**config.mk**
```make
export PLATFORM = sky130hd
export DESIGN_NAME = video_tap_select_flat
export DESIGN_NICKNAME = d
export VERILOG_FILES = /design/src/rtl/video_tap_select_if.sv /design/src/rtl/video_tap_select.sv /design/src/flat_wrapper.sv
export SDC_FILE = /design/constraint.sdc
export NUM_CORES = 1
export LEC_CHECK = 0
export CAP_MARGIN = 20
export CORE_MARGIN = 3
export CORE_UTILIZATION = 41
export DETAILED_ROUTE_END_ITERATION = 12
export PLACE_DENSITY = 0.8
export REMOVE_ABC_BUFFERS = 1
export SYNTH_ARGS = -nofsm -noshare
export SYNTH_HDL_FRONTEND = slang
export SYNTH_SLANG_ARGS = --single-unit
```
**constraint.sdc**
```tcl
create_clock -name pixelclk -period 2 [get_ports pixelclk]
set_input_delay 0.4 -clock pixelclk [delete_from_list [all_inputs] [get_ports pixelclk]]
set_output_delay 0.4 -clock pixelclk [all_outputs]
set_load 0.02 [all_outputs]
```
**src/rtl/video_tap_select_if.sv**
```systemverilog
// video_tap_select_if
//   Bundles the per-tap video streams that feed the selector and the
//   single selected stream it produces.
//   master : drives the tap streams, observes the selected stream
//            (pipeline side / testbench)
//   slave  : consumes the tap streams, drives the selected stream
//            (video_tap_select)
//   Tap signals: i_data (NUM_TAPS*DATA_W), i_hsync, i_vsync, i_de (NUM_TAPS)
//   Selected   : o_data (DATA_W), o_hsync, o_vsync, o_de
interface video_tap_select_if #(
  parameter int DATA_W   = 24,
  parameter int NUM_TAPS = 4
);
  logic [NUM_TAPS*DATA_W-1:0] i_data;
  logic [NUM_TAPS-1:0]        i_hsync;
  logic [NUM_TAPS-1:0]        i_vsync;
  logic [NUM_TAPS-1:0]        i_de;

  logic [DATA_W-1:0]          o_data;
  logic                       o_hsync;
  logic                       o_vsync;
  logic                       o_de;

  modport master (
    output i_data, i_hsync, i_vsync, i_de,
    input  o_data, o_hsync, o_vsync, o_de
  );

  modport slave (
    input  i_data, i_hsync, i_vsync, i_de,
    output o_data, o_hsync, o_vsync, o_de
  );
endinterface

```
**src/rtl/video_tap_select.sv**
```systemverilog
// video_tap_select
//   Selects one of NUM_TAPS video streams for the output encoder. Tap
//   changes are deferred to a frame start of the active tap, followed by a
//   blanked hand-over that ends on a frame start of the new tap (or after
//   TIMEOUT cycles), so the display only ever sees whole frames.
//   Ports:
//     pixelclk      pixel clock
//     reset         synchronous, active-high reset
//     sel           requested tap (out-of-range values mean tap 0)
//     vif           tap streams in, selected stream out (registered)
//     o_active_sel  tap currently driving the output
//     o_switching   high while blanking during a hand-over
//     o_timeout     sticky, set when a hand-over was forced by timeout
//
//   state | meaning
//   RUN   | output copies tap o_active_sel, waits for a change request
//   BLANK | data/de forced to 0, syncs from target, waits for target frame
module video_tap_select #(
  parameter int DATA_W   = 24,
  parameter int NUM_TAPS = 4,
  parameter int SEL_W    = 3,
  parameter bit VS_POL   = 1'b1,
  parameter int TIMEOUT  = 2000000
) (
  input  logic             pixelclk,
  input  logic             reset,
  input  logic [SEL_W-1:0] sel,
  video_tap_select_if.slave vif,
  output logic [SEL_W-1:0] o_active_sel,
  output logic             o_switching,
  output logic             o_timeout
);

  localparam int CNT_W = $clog2(TIMEOUT + 1);

  typedef enum logic {ST_RUN, ST_BLANK} state_t;

  state_t              r_state;
  logic [SEL_W-1:0]    r_active_sel;
  logic [SEL_W-1:0]    r_target;
  logic [CNT_W-1:0]    r_cnt;
  logic [NUM_TAPS-1:0] r_vs_prev;
  logic                r_timeout;
  logic [DATA_W-1:0]   r_data;
  logic                r_hsync;
  logic                r_vsync;
  logic                r_de;

  state_t              w_state_nxt;
  logic [SEL_W-1:0]    w_active_nxt;
  logic [SEL_W-1:0]    w_target_nxt;
  logic [CNT_W-1:0]    w_cnt_nxt;
  logic                w_timeout_nxt;
  logic [DATA_W-1:0]   w_data_nxt;
  logic                w_hsync_nxt;
  logic                w_vsync_nxt;
  logic                w_de_nxt;

  logic [SEL_W-1:0]    w_sel_eff;
  logic [SEL_W-1:0]    w_src;
  logic [NUM_TAPS-1:0] w_fs;
  logic [DATA_W-1:0]   w_src_data;
  logic                w_src_hsync;
  logic                w_src_vsync;
  logic                w_src_de;
  logic                w_src_fs;
  logic                w_cnt_tc;

  assign w_sel_eff = (32'(sel) < NUM_TAPS) ? sel : '0;

  // Frame start: vsync enters its active level this cycle.
  assign w_fs = VS_POL ? (vif.i_vsync & ~r_vs_prev) : (~vif.i_vsync & r_vs_prev);

  // RUN watches the active tap, BLANK watches the target; one mux serves both.
  assign w_src    = (r_state == ST_BLANK) ? r_target : r_active_sel;
  assign w_cnt_tc = (r_cnt == CNT_W'(TIMEOUT - 1));

  always_comb begin
    w_src_data  = '0;
    w_src_hsync = 1'b0;
    w_src_vsync = 1'b0;
    w_src_de    = 1'b0;
    w_src_fs    = 1'b0;
    for (int k = 0; k < NUM_TAPS; k++) begin
      if (w_src == SEL_W'(k)) begin
        w_src_data  = vif.i_data[k*DATA_W +: DATA_W];
        w_src_hsync = vif.i_hsync[k];
        w_src_vsync = vif.i_vsync[k];
        w_src_de    = vif.i_de[k];
        w_src_fs    = w_fs[k];
      end
    end
  end

  always_comb begin
    w_state_nxt   = r_state;
    w_active_nxt  = r_active_sel;
    w_target_nxt  = r_target;
    w_cnt_nxt     = r_cnt;
    w_timeout_nxt = r_timeout;
    w_data_nxt    = w_src_data;
    w_hsync_nxt   = w_src_hsync;
    w_vsync_nxt   = w_src_vsync;
    w_de_nxt      = w_src_de;
    case (r_state)
      ST_RUN: begin
        // A request only matters if it is still standing at the frame start.
        if (w_src_fs && (w_sel_eff != r_active_sel)) begin
          w_state_nxt  = ST_BLANK;
          w_target_nxt = w_sel_eff;
          w_cnt_nxt    = '0;
        end
      end
      ST_BLANK: begin
        w_data_nxt = '0;
        w_de_nxt   = 1'b0;
        w_cnt_nxt  = r_cnt + 1'b1;
        if (w_src_fs || w_cnt_tc) begin
          w_state_nxt  = ST_RUN;
          w_active_nxt = r_target;
          if (w_cnt_tc) w_timeout_nxt = 1'b1;
        end
      end
      default: w_state_nxt = ST_RUN;
    endcase
  end

  always_ff @(posedge pixelclk) begin
    if (reset) begin
      r_state      <= ST_RUN;
      r_active_sel <= '0;
      r_target     <= '0;
      r_cnt        <= '0;
      r_vs_prev    <= {NUM_TAPS{~VS_POL}};
      r_timeout    <= 1'b0;
      r_data       <= '0;
      r_hsync      <= 1'b0;
      r_vsync      <= 1'b0;
      r_de         <= 1'b0;
    end else begin
      r_state      <= w_state_nxt;
      r_active_sel <= w_active_nxt;
      r_target     <= w_target_nxt;
      r_cnt        <= w_cnt_nxt;
      r_vs_prev    <= vif.i_vsync;
      r_timeout    <= w_timeout_nxt;
      r_data       <= w_data_nxt;
      r_hsync      <= w_hsync_nxt;
      r_vsync      <= w_vsync_nxt;
      r_de         <= w_de_nxt;
    end
  end

  assign vif.o_data    = r_data;
  assign vif.o_hsync   = r_hsync;
  assign vif.o_vsync   = r_vsync;
  assign vif.o_de      = r_de;
  assign o_active_sel  = r_active_sel;
  assign o_switching   = (r_state == ST_BLANK);
  assign o_timeout     = r_timeout;

endmodule

```
**src/flat_wrapper.sv**
```systemverilog
// flat-port wrapper written by rule: the top's interface ports become plain ports
module video_tap_select_flat 
#(
  parameter int DATA_W   = 24,
  parameter int NUM_TAPS = 4,
  parameter int SEL_W    = 3,
  parameter bit VS_POL   = 1'b1,
  parameter int TIMEOUT  = 2000000
)
  (pixelclk, reset, sel, o_active_sel, o_switching, o_timeout, vif_i_data, vif_i_hsync, vif_i_vsync, vif_i_de, vif_o_data, vif_o_hsync, vif_o_vsync, vif_o_de);
  video_tap_select_if #(.DATA_W(DATA_W), .NUM_TAPS(NUM_TAPS)) vif_i ();
  input  logic pixelclk;
  input  logic reset;
  input  logic [SEL_W-1:0] sel;
  output logic [SEL_W-1:0] o_active_sel;
  output logic o_switching;
  output logic o_timeout;
  input wire logic [$bits(vif_i.i_data)-1:0] vif_i_data;
  input wire logic [$bits(vif_i.i_hsync)-1:0] vif_i_hsync;
  input wire logic [$bits(vif_i.i_vsync)-1:0] vif_i_vsync;
  input wire logic [$bits(vif_i.i_de)-1:0] vif_i_de;
  output wire logic [$bits(vif_i.o_data)-1:0] vif_o_data;
  output wire logic [$bits(vif_i.o_hsync)-1:0] vif_o_hsync;
  output wire logic [$bits(vif_i.o_vsync)-1:0] vif_o_vsync;
  output wire logic [$bits(vif_i.o_de)-1:0] vif_o_de;
  assign vif_i.i_data = vif_i_data;
  assign vif_i.i_hsync = vif_i_hsync;
  assign vif_i.i_vsync = vif_i_vsync;
  assign vif_i.i_de = vif_i_de;
  assign vif_o_data = vif_i.o_data;
  assign vif_o_hsync = vif_i.o_hsync;
  assign vif_o_vsync = vif_i.o_vsync;
  assign vif_o_de = vif_i.o_de;
  video_tap_select #(.DATA_W(DATA_W), .NUM_TAPS(NUM_TAPS), .SEL_W(SEL_W), .VS_POL(VS_POL), .TIMEOUT(TIMEOUT)) u_core (.pixelclk(pixelclk), .reset(reset), .sel(sel), .vif(vif_i), .o_active_sel(o_active_sel), .o_switching(o_switching), .o_timeout(o_timeout));
endmodule
```
==> qor.yml, run 1 <==
drive_gt1_share_pct: 17.9
yosysMostFrequentCell: "dfxtp_1"
r2r_setup_slack_ns: 0.15
post-route-min-period_ns: 1.88
powerDensity_nw_per_um2: 581
htreeDepth: 3
port-buffer-count: 143
finalCritPeriodShare_pct: 94.2
area_delta_synth_final_pct: 60.5
slew_viol_final: 0
r2r_end: "u_core.r_cnt[14]"
antennaDiodeCount: 0
worstRegToRegCells: 6
hp-start: "u_core.o_timeout"
overflow: 0
cp_cell_sequence: "clkdlybuf4s50_1"
crit_arrival_ns: 1.48
status: "completed"
routedWlPerCell_um: 17.6
timing.rr.start: "u_core.r_cnt[0]"
antenna_found_initial: 0
cts_num_sinks: 58
path_class: "flop to output pin"
post_cts_buffers: 0
drv_cap: 0
critPathBufInv: 1
viasPerCell: 5.19
path_max_fanout: 6
fp.dieArea_um2: 8340
setup_viol: 0
synthTopCellsByArea: "dfxtp_1, mux4_2, nor2b_1"
async_flop_share_pct: 0
slowest_stage: "clkdlybuf4s50_1"
synth_cell_types: 48
dpl.hpwl_um: 7430
vias: 2758
clk_pin_slew_ns: 0.07
yosysTopAreaCell: "dfxtp_1"
cts_tree: "built"
worst_setup_path_start_kind: "flop"
worstHoldPathType: "flop to flop"
whs_ns: 0.482
yosys-top-cells-count: "dfxtp_1, nor2b_1, mux4_2"
fp.dieW_um: 91.3
hold_end: "u_core.o_timeout"
antenna_left: 0
finClkSkew_ns: 0.00913
rsz0062_at_grt: "false"
fin_setup_tns_ns: 0
p_leak_nw: 1.75
cts-root-buf: "clkbuf_8"
cp.required_ns: 1.60
whs_path_depth: 2
grt_pass1_wl_um: 14600
synth_top_area_share_pct: 38.9
drt-total-wl_um: 9330
numCtsBuffers: 9
syn_area_um2: 2980
cp-end-kind: "output pin"
synth_cells: 276
ys_seq_area_share_pct: 38.9
synth-seq-cells: 58
start_util_pct: 43.2
first_global_vias: 2780
crit_family: "buffers and inverters"
ys.flop_type: "dfxtp_1"
place.gp.congestion: 0.845
clkLatencyLatePin_ns: 0.32
cts.path.max_buffers: 2
ios: 145
core_um2: 6910
nets: 545
drc: 0
finalHoldViolCount: 0
peakVddDrop_mv: 0.437
grt_max_degree: 27
synth_edf_count: 0
drt_iter0_drc: 122
syn_avg_cell_area_um2: 10.8
drt-pass1-iter-count: 4
ys_warn_count: 0
critPathMaxStageDelay_ns: 0.67
die_h_um: 91.3
grt.total_usage_pct: 22.4
std_cell_rows: 30
max_freq_ghz: 0.531
[worst min-delay path: cells and delay by family (launching register included)]
family / cells / cell delay, ns
AND/OR/NAND/NOR: 2 / 0.12
flip-flops: 1 / 0.33
[power by group]
part,switching [mW],internal (mW),total [mW]
Sequential,0.0158,1.20,1.21
Combinational,0.179,0.353,0.532
Clock,0.437,0.600,1.04
[worst max-delay path by stage]
| stage | from | to | depth (start not counted) |
|---|---|---|---|
| floorplan | u_core.o_switching | u_core.r_cnt[8] | 4 |
| global placement | sel[1] | u_core.r_cnt[8] | 6 |
| detailed placement | sel[1] | u_core.r_cnt[8] | 6 |
| CTS | u_core.o_switching | u_core.r_cnt[8] | 5 |
| global route | u_core.r_cnt[7] | u_core.r_cnt[20] | 5 |
| finish | u_core.o_active_sel[0] | o_active_sel[0] | 1 |
[stage by stage]
stage	cell area [um2]	utilization (%)	setup WS (ns)	total power [mW]	instances
global route	4790	69.4	0.0513	2.89	531
floorplan	2880	-	-2.49	1.41	261
global placement	4600	66.6	-0.214	1.76	516
finish	4790	69.4	0.116	2.78	531
CTS	4780	69.3	0.0766	2.81	531
detailed placement	4600	66.6	-0.309	1.77	516
[cells by family (layout without fill, tap and decap cells)]
family          after synthesis  count (layout)  share of synthesized area (%)
buf+inv                      19             178                           3.98
flops                        58              58                           38.9
other cells                   1               1                          0.126
simple gates                124             124                           23.4
xor+xnor                      2               2                          0.587
compound gates               33              33                           7.80
fa+ha+maj                     1               1                          0.419
mux                          38              38                           24.8
[timing repair]
action	in CTS	in global routing
hold buffers	0	0
hold endpoints to repair	0	0
gates resized for setup	2	2
endpoints found under the setup margin	12	7
cloned	0	0
[cells in the final DEF, fill, tap and decap left out, types with 2 or more instances in the layout]
master,synthesis,final
buf_4,2,14
nor2_1,14,14
nand2b_1,5,5
o22ai_2,2,2
clkdlybuf4s50_1,0,142
o22ai_1,3,3
nand3_1,16,16
mux2i_4,0,2
nand2_1,22,22
mux2i_1,7,6
and2_1,2,2
or3_1,14,14
dfxtp_1,58,57
inv_1,4,4
o21ai_0,11,11
clkbuf_8,0,10
clkbuf_1,6,2
buf_12,0,2
clkinv_2,0,2
nand4_1,7,7
nor3_1,2,2
nor4bb_1,2,2
o21ai_1,2,2
or2_2,2,2
o21ai_2,6,6
mux4_2,28,28
nor2b_1,29,29
[state kept, by name, summed over array words and instances, names as in the netlist]
signal / count
u_core.vif.o_data: 24
u_core.r_cnt: 21
u_core.r_vs_prev: 4
u_core.o_active_sel: 2
u_core.r_target: 2
u_core.o_switching: 1
u_core.o_timeout: 1
u_core.vif.o_de: 1
u_core.vif.o_hsync: 1
u_core.vif.o_vsync: 1
[layer usage]
metal / share of wire [%] / wire length [um] / track usage [%]
met4: 2.5 / 234 / 9.17
met1: 41 / 3830 / 27.5
met5: 0 / 0 / 0
met2: 51 / 4770 / 38.0
met3: 5.3 / 491 / 4.72
[final cells by class]
cell class	count	area [um2]
fillers	545	2120
clock inverters	3	40.0
flip-flops and latches	58	1160
well taps	96	120
repair buffers	159	1580
clock buffers	12	145
inverters	4	15.0
multi-input cells	199	1730
No activity file was read; power rests on OpenSTA's default activity.
==> inputs of run 2 (changes only) <==
RECOVER_POWER = 50   (was not set)
==> run 2 against run 1 <==
- sequential share of layout area rose by 0.064 points
- critical path depth up 5
- sequential power barely moved
- core utilization is 0.18 points lower
- flip-flop and latch count is the same
- global-route usage is the same
- via count increased by 0.36%
- setup slack lost 0.025 ns
- non-clock buffer count unchanged
- largest cell class unchanged
==> qor.yml, run 2 (synthesized netlist as in run 1, its figures left out) <==
cts.path.max_buffers: 2  # unchanged
vias: 2768  # was 2758
fill_cells: 544  # was 545
grt_pass1_wl_um: 14600  # unchanged
whs_ns: 0.475  # was 0.482 ns
switching_share_pct: 22.8  # was 22.7%
sequentialPowerShare_pct: 43.8  # was 43.6%
setup_viol: 0  # unchanged
dpl.hpwl_um: 7430  # unchanged
drv_cap: 0  # unchanged
post_cts_buffers: 0  # unchanged
start_util_pct: 43.2  # unchanged
htreeDepth: 3  # unchanged
fp.dieW_um: 91.3  # unchanged
peakVddDrop_mv: 0.438  # was 0.437 mV
antenna_left: 0  # unchanged
die_h_um: 91.3  # unchanged
viasPerCell: 5.21  # was 5.19
drt-pass1-iter-count: 4  # unchanged
status: "completed"  # unchanged
mostFrequentLayoutCells: "clkdlybuf4s50_1, dfxtp_1, dlygate4sd3_1, nor2b_1, mux4_2"  # was clkdlybuf4s50_1, dfxtp_1, nor2b_1, mux4_2, nand2_1
clkPwrFrac_pct: 37.5  # was 37.3%
fp.dieArea_um2: 8340  # unchanged
cts-root-buf: "clkbuf_8"  # unchanged
antennaDiodeCount: 0  # unchanged
clkLatencyLatePin_ns: 0.33  # was 0.32 ns
core_um2: 6910  # unchanged
antenna_found_initial: 0  # unchanged
grt.total_usage_pct: 22.4  # unchanged
met2WireLength_um: 4790  # was 4770 um
ctsHoldBuffers: 0  # unchanged
numCtsBuffers: 9  # unchanged
combPwrFrac_pct: 18.7  # was 19.1%
rsz0062_at_grt: "false"  # unchanged
cp-end-kind: "flop"  # was output pin
worst_setup_path_start_kind: "input port"  # was flop
drc: 0  # unchanged
drt-total-wl_um: 9340  # was 9330 um
top_layer: "met4"  # unchanged
path_max_fanout: 11  # was 6
first_global_vias: 2780  # unchanged
largest_reg_flops: 24  # unchanged
dp_cells: 516  # unchanged
p_leak_nw: 1.81  # was 1.75 nW
ios: 145  # unchanged
std_cell_rows: 30  # unchanged
port-buffer-count: 143  # unchanged
cp.required_ns: 2.25  # was 1.60 ns
path_class: "input port to flop"  # was flop to output pin
p_sw_mw: 0.632  # about the same
place.gp.congestion: 0.845  # unchanged
cts_tree: "built"  # unchanged
nets: 545  # unchanged
timing.rr.start: "u_core.r_cnt[0]"  # unchanged
post-route-min-period_ns: 1.91  # was 1.88 ns
hp-start: "u_core.o_timeout"  # unchanged
clk_pin_slew_ns: 0.07  # about the same
finClkSkew_ns: 0.00978  # was 0.00913 ns
crit_arrival_ns: 2.16  # was 1.48 ns
drive_gt1_share_pct: 17.7  # was 17.9%
drt_iter0_drc: 123  # was 122
grt_max_degree: 27  # unchanged
powerDensity_nw_per_um2: 579  # was 581 nW/um2
instances_no_fill: 531  # unchanged
overflow: 0  # unchanged
finalHoldViolCount: 0  # unchanged
startpoint: "sel[1]"  # was u_core.o_active_sel[0]
finalCritPeriodShare_pct: 95.5  # was 94.2%
routedWlPerCell_um: 17.6  # about the same
power.internal_mw: 2.14  # was 2.15 mW
layout_commonest_cell: "clkdlybuf4s50_1"  # unchanged
cts_num_sinks: 58  # unchanged
area_delta_synth_final_pct: 60.1  # was 60.5%
drt-met1-wl_um: 3780  # was 3830 um
slew_viol_final: 0  # unchanged
max_freq_ghz: 0.524  # was 0.531 GHz
routed-wl-met3_um: 511  # was 491 um
worstHoldPathType: "flop to flop"  # unchanged
==> run 2: power groups by stage <==
stage / Sequential, mW / Combinational, mW / Clock (mW)
CTS: 1.21 / 0.532 / 1.06
detailed placement: 1.24 / 0.529 / 0
floorplan: 1.28 / 0.129 / 0
global placement: 1.24 / 0.520 / 0
finish: 1.21 / 0.518 / 1.04
global route: 1.21 / 0.547 / 1.12
==> run 2: layer usage <==
metal | track usage [%] | vias to the layer above
met5 | 0 | -
met4 | 9.17 | 0
met3 | 4.72 | 18
met2 | 38.0 | 105
met1 | 27.5 | 1310
li1 | - | 1335
==> run 2: repair_timing <==
item	CTS	global route
endpoints found under the setup margin	12	7
endpoints found under the hold margin	0	0
gates resized for setup	2	2
==> run 2: critical path, cell delays in order <==
cell           delay (ns)
dlygate4sd3_1        0.58
nor4bb_1             0.32
a31oi_1              0.10
o221a_2              0.31
a21o_4               0.29
o21ai_0              0.15
==> run 2: through the flow <==
stage / setup TNS [ns] / power [mW] / cell area [um2] / worst slack [ns] / utilization, %
finish: 0 / 2.77 / 4780 / 0.0903 / 69.2
global route: 0 / 2.88 / 4780 / 0.0291 / 69.2
CTS: 0 / 2.81 / 4780 / 0.0766 / 69.3
detailed placement: -3.60 / 1.77 / 4600 / -0.309 / 66.6
global placement: -2.04 / 1.76 / 4600 / -0.214 / 66.6
floorplan: -120.25 / 1.41 / 2880 / -2.49 / -
==> run 2: layout make-up <==
cell class / instances / area, um2 / share of cell area (%)
Timing Repair Buffer: 159 / 1560 / 32.7
Clock buffer: 12 / 145 / 3.04
Clock inverter: 3 / 40.0 / 0.838
Sequential cell: 58 / 1160 / 24.3
Tap cell: 96 / 120 / 2.51
Multi-Input combinational cell: 199 / 1730 / 36.3
Inverter: 4 / 15.0 / 0.314
==> run 2: final timing paths <==
kind,endpoint,slack (ns),cells past startpoint
worst min register to register,u_core.o_timeout,0.48,2
worst max-delay path,u_core.r_cnt[8],0.09,6
worst min-delay path,u_core.o_timeout,0.48,2
worst max register to register,u_core.r_cnt[14],0.15,6
==> inputs of run 3 (changes only) <==
CORE_ASPECT_RATIO = 1.4   (was not set)
==> run 3 against run 2 <==
- clock skew decreased by 0.0030 ns
- setup slack got worse by 0.0011 ns
- routed wire length shrank 8.6%
- via count grew 1.4%
- maximum frequency about the same
- core utilization is 0.77 points lower
- first-iteration DRC count grew 65%
==> qor.yml, run 3 (synthesized netlist as in run 1, its figures left out) <==
post-route-min-period_ns: 1.91  # about the same
htreeDepth: 3  # unchanged
place.gp.congestion: 0.835  # was 0.845
drt-total-wl_um: 8540  # was 9340 um
switching_share_pct: 22.0  # was 22.8%
top_layer: "met4"  # unchanged
cts_num_sinks: 58  # unchanged
critPathMaxStageDelay_ns: 0.41  # was 0.58 ns
path_class: "flop to flop"  # was input port to flop
combPwrFrac_pct: 17.7  # was 18.7%
area_delta_synth_final_pct: 61.1  # was 60.1%
cts_tree: "built"  # unchanged
nets: 546  # was 545
finClkSkew_ns: 0.00679  # was 0.00978 ns
mostFrequentLayoutCells: "clkdlybuf4s50_1, dfxtp_1, nor2b_1, dlygate4sd3_1, mux4_2"  # was clkdlybuf4s50_1, dfxtp_1, dlygate4sd3_1, nor2b_1, mux4_2
routedWlPerCell_um: 16.0  # was 17.6 um
drt-met1-wl_um: 3110  # was 3780 um
die_h_um: 107  # was 91.3 um
cp.required_ns: 2.20  # was 2.25 ns
clkPwrFrac_pct: 40.2  # was 37.5%
ios: 145  # unchanged
peakVddDrop_mv: 0.331  # was 0.438 mV
worstHoldPathType: "flop to flop"  # unchanged
drive_gt1_share_pct: 18.1  # was 17.7%
core_um2: 7030  # was 6910 um2
start_util_pct: 42.5  # was 43.2%
viasPerCell: 5.27  # was 5.21
overflow: 0  # unchanged
status: "completed"  # unchanged
path_max_fanout: 5  # was 11
grt_max_degree: 28  # was 27
worst_setup_path_start_kind: "flop"  # was input port
port-buffer-count: 143  # unchanged
finalPower_mw: 2.88  # was 2.77 mW
critPathBufInv: 0  # was 1
drt-pass1-iter-count: 4  # unchanged
drc: 0  # unchanged
final_area_um2: 4810  # was 4780 um2
fp.dieW_um: 78.1  # was 91.3 um
drt_iter0_drc: 203  # was 123
std_cell_rows: 36  # was 30
finalHoldViolCount: 0  # unchanged
ctsHoldBuffers: 0  # unchanged
max_freq_ghz: 0.523  # was 0.524 GHz
clkLatencyLatePin_ns: 0.33  # about the same
rsz0062_at_grt: "false"  # unchanged
instances_no_fill: 533  # was 531
met2WireLength_um: 4650  # was 4790 um
cts.path.max_buffers: 2  # unchanged
layout_commonest_cell: "clkdlybuf4s50_1"  # unchanged
p_leak_nw: 1.82  # was 1.81 nW
antenna_found_initial: 0  # unchanged
dp_cells: 516  # unchanged
hp-start: "u_core.o_timeout"  # unchanged
first_global_vias: 2877  # was 2780
cp_cell_sequence: "ha_1 -> nand2_4 -> or3_4 -> or3_1 -> o21ai_1 -> o32ai_1"  # was dlygate4sd3_1 -> nor4bb_1 -> a31oi_1 -> o221a_2 -> a21o_4 -> o21ai_0
fp.dieArea_um2: 8350  # was 8340 um2
powerDensity_nw_per_um2: 599  # was 579 nW/um2
sequentialPowerShare_pct: 42.1  # was 43.8%
grt_pass1_wl_um: 13600  # was 14600 um
dpl.hpwl_um: 7050  # was 7430 um
crit_family: "simple AND/OR/NAND/NOR gates"  # was compound AO/OA/AOI/OAI gates
crit_arrival_ns: 2.11  # was 2.16 ns
numCtsBuffers: 9  # unchanged
post_cts_buffers: 0  # unchanged
grt.total_usage_pct: 21.1  # was 22.4%
p_sw_mw: 0.633  # was 0.632 mW
drv_cap: 0  # unchanged
finalCritPeriodShare_pct: 95.5  # about the same
cp-end-kind: "flop"  # unchanged
clk_pin_slew_ns: 0.06  # was 0.07 ns
dpl_cell_area_um2: 4600  # about the same
slew_viol_final: 0  # unchanged
startpoint: "u_core.r_cnt[0]"  # was sel[1]
slowest_stage: "dfxtp_1"  # was dlygate4sd3_1
routed-wl-met3_um: 592  # was 511 um
power.internal_mw: 2.25  # was 2.14 mW
setup_viol: 0  # unchanged
timing.rr.start: "u_core.r_cnt[0]"  # unchanged
cts-root-buf: "clkbuf_8"  # unchanged
antenna_left: 0  # unchanged
vias: 2808  # was 2768
largest_reg_flops: 24  # unchanged
## run 3: changes by cell type in the layout (fill, tap and decap cells not counted), sizes merged
cell	change
clkdlybuf4s50	+1
clkinv	-2
dlygate4sd3	-1
buf	+1
dlygate4sd2	-1
clkbuf	+4
diode	+1
## run 3: path summary, 6_finish.rpt
check                endpoint  cells after the start  slack, ns
max          u_core.r_cnt[14]                      6       0.09
min          u_core.o_timeout                      2       0.47
max reg2reg  u_core.r_cnt[14]                      6       0.09
min reg2reg  u_core.o_timeout                      2       0.47
## run 3: final cells by class
| cell class | count | area [um2] |
|---|---|---|
| clock buffer | 15 | 186 |
| multi-input combinational | 199 | 1730 |
| tap | 95 | 119 |
| inverter | 4 | 15.0 |
| timing repair buffer | 160 | 1570 |
| clock inverter | 1 | 30.0 |
| sequential | 58 | 1160 |
| fill | 535 | 2220 |
| antenna | 1 | 2.50 |
## run 3: worst min-delay path: cells and delay by family (launching register included)
family / cells / cell delay (ns)
DFF: 1 / 0.33
and+or+nand+nor: 2 / 0.12
## run 3: metrics by stage
| step | setup slack [ns] | utilization, % | setup TNS, ns | hold slack [ns] |
|---|---|---|---|---|
| 2_1_floorplan | -2.49 | - | -120.25 | 0.443 |
| 3_3_place_gp | -0.220 | 65.5 | -2.56 | 0.457 |
| 3_5_place_dp | -0.302 | 65.5 | -3.65 | 0.462 |
| 4_1_cts | 0.0113 | 68.6 | 0 | 0.477 |
| 5_1_grt | 0.00510 | 68.4 | 0 | 0.517 |
| 6_report | 0.0892 | 68.4 | 0 | 0.473 |
## run 3: metal layers
layer  vias to the layer above  global-route usage (%)
met3                        16                    5.55
met4                         0                    8.63
met2                       134                    38.3
met1                      1317                    23.2
li1                       1341                       -
met5                         -                       0
## run 3: power groups by stage
stage	Sequential (mW)	Clock (mW)	Combinational, mW
after floorplan	1.28	0	0.129
after global routing	1.22	1.25	0.544
after detailed placement	1.24	0	0.528
after CTS	1.21	1.18	0.530
final	1.21	1.16	0.511
after global placement	1.24	0	0.520
## run 3: what timing repair did
action | 4_1_cts | 5_1_grt
hold endpoints to repair | 0 | 0
resized for setup | 1 | 2
setup endpoints to repair | 3 | 5
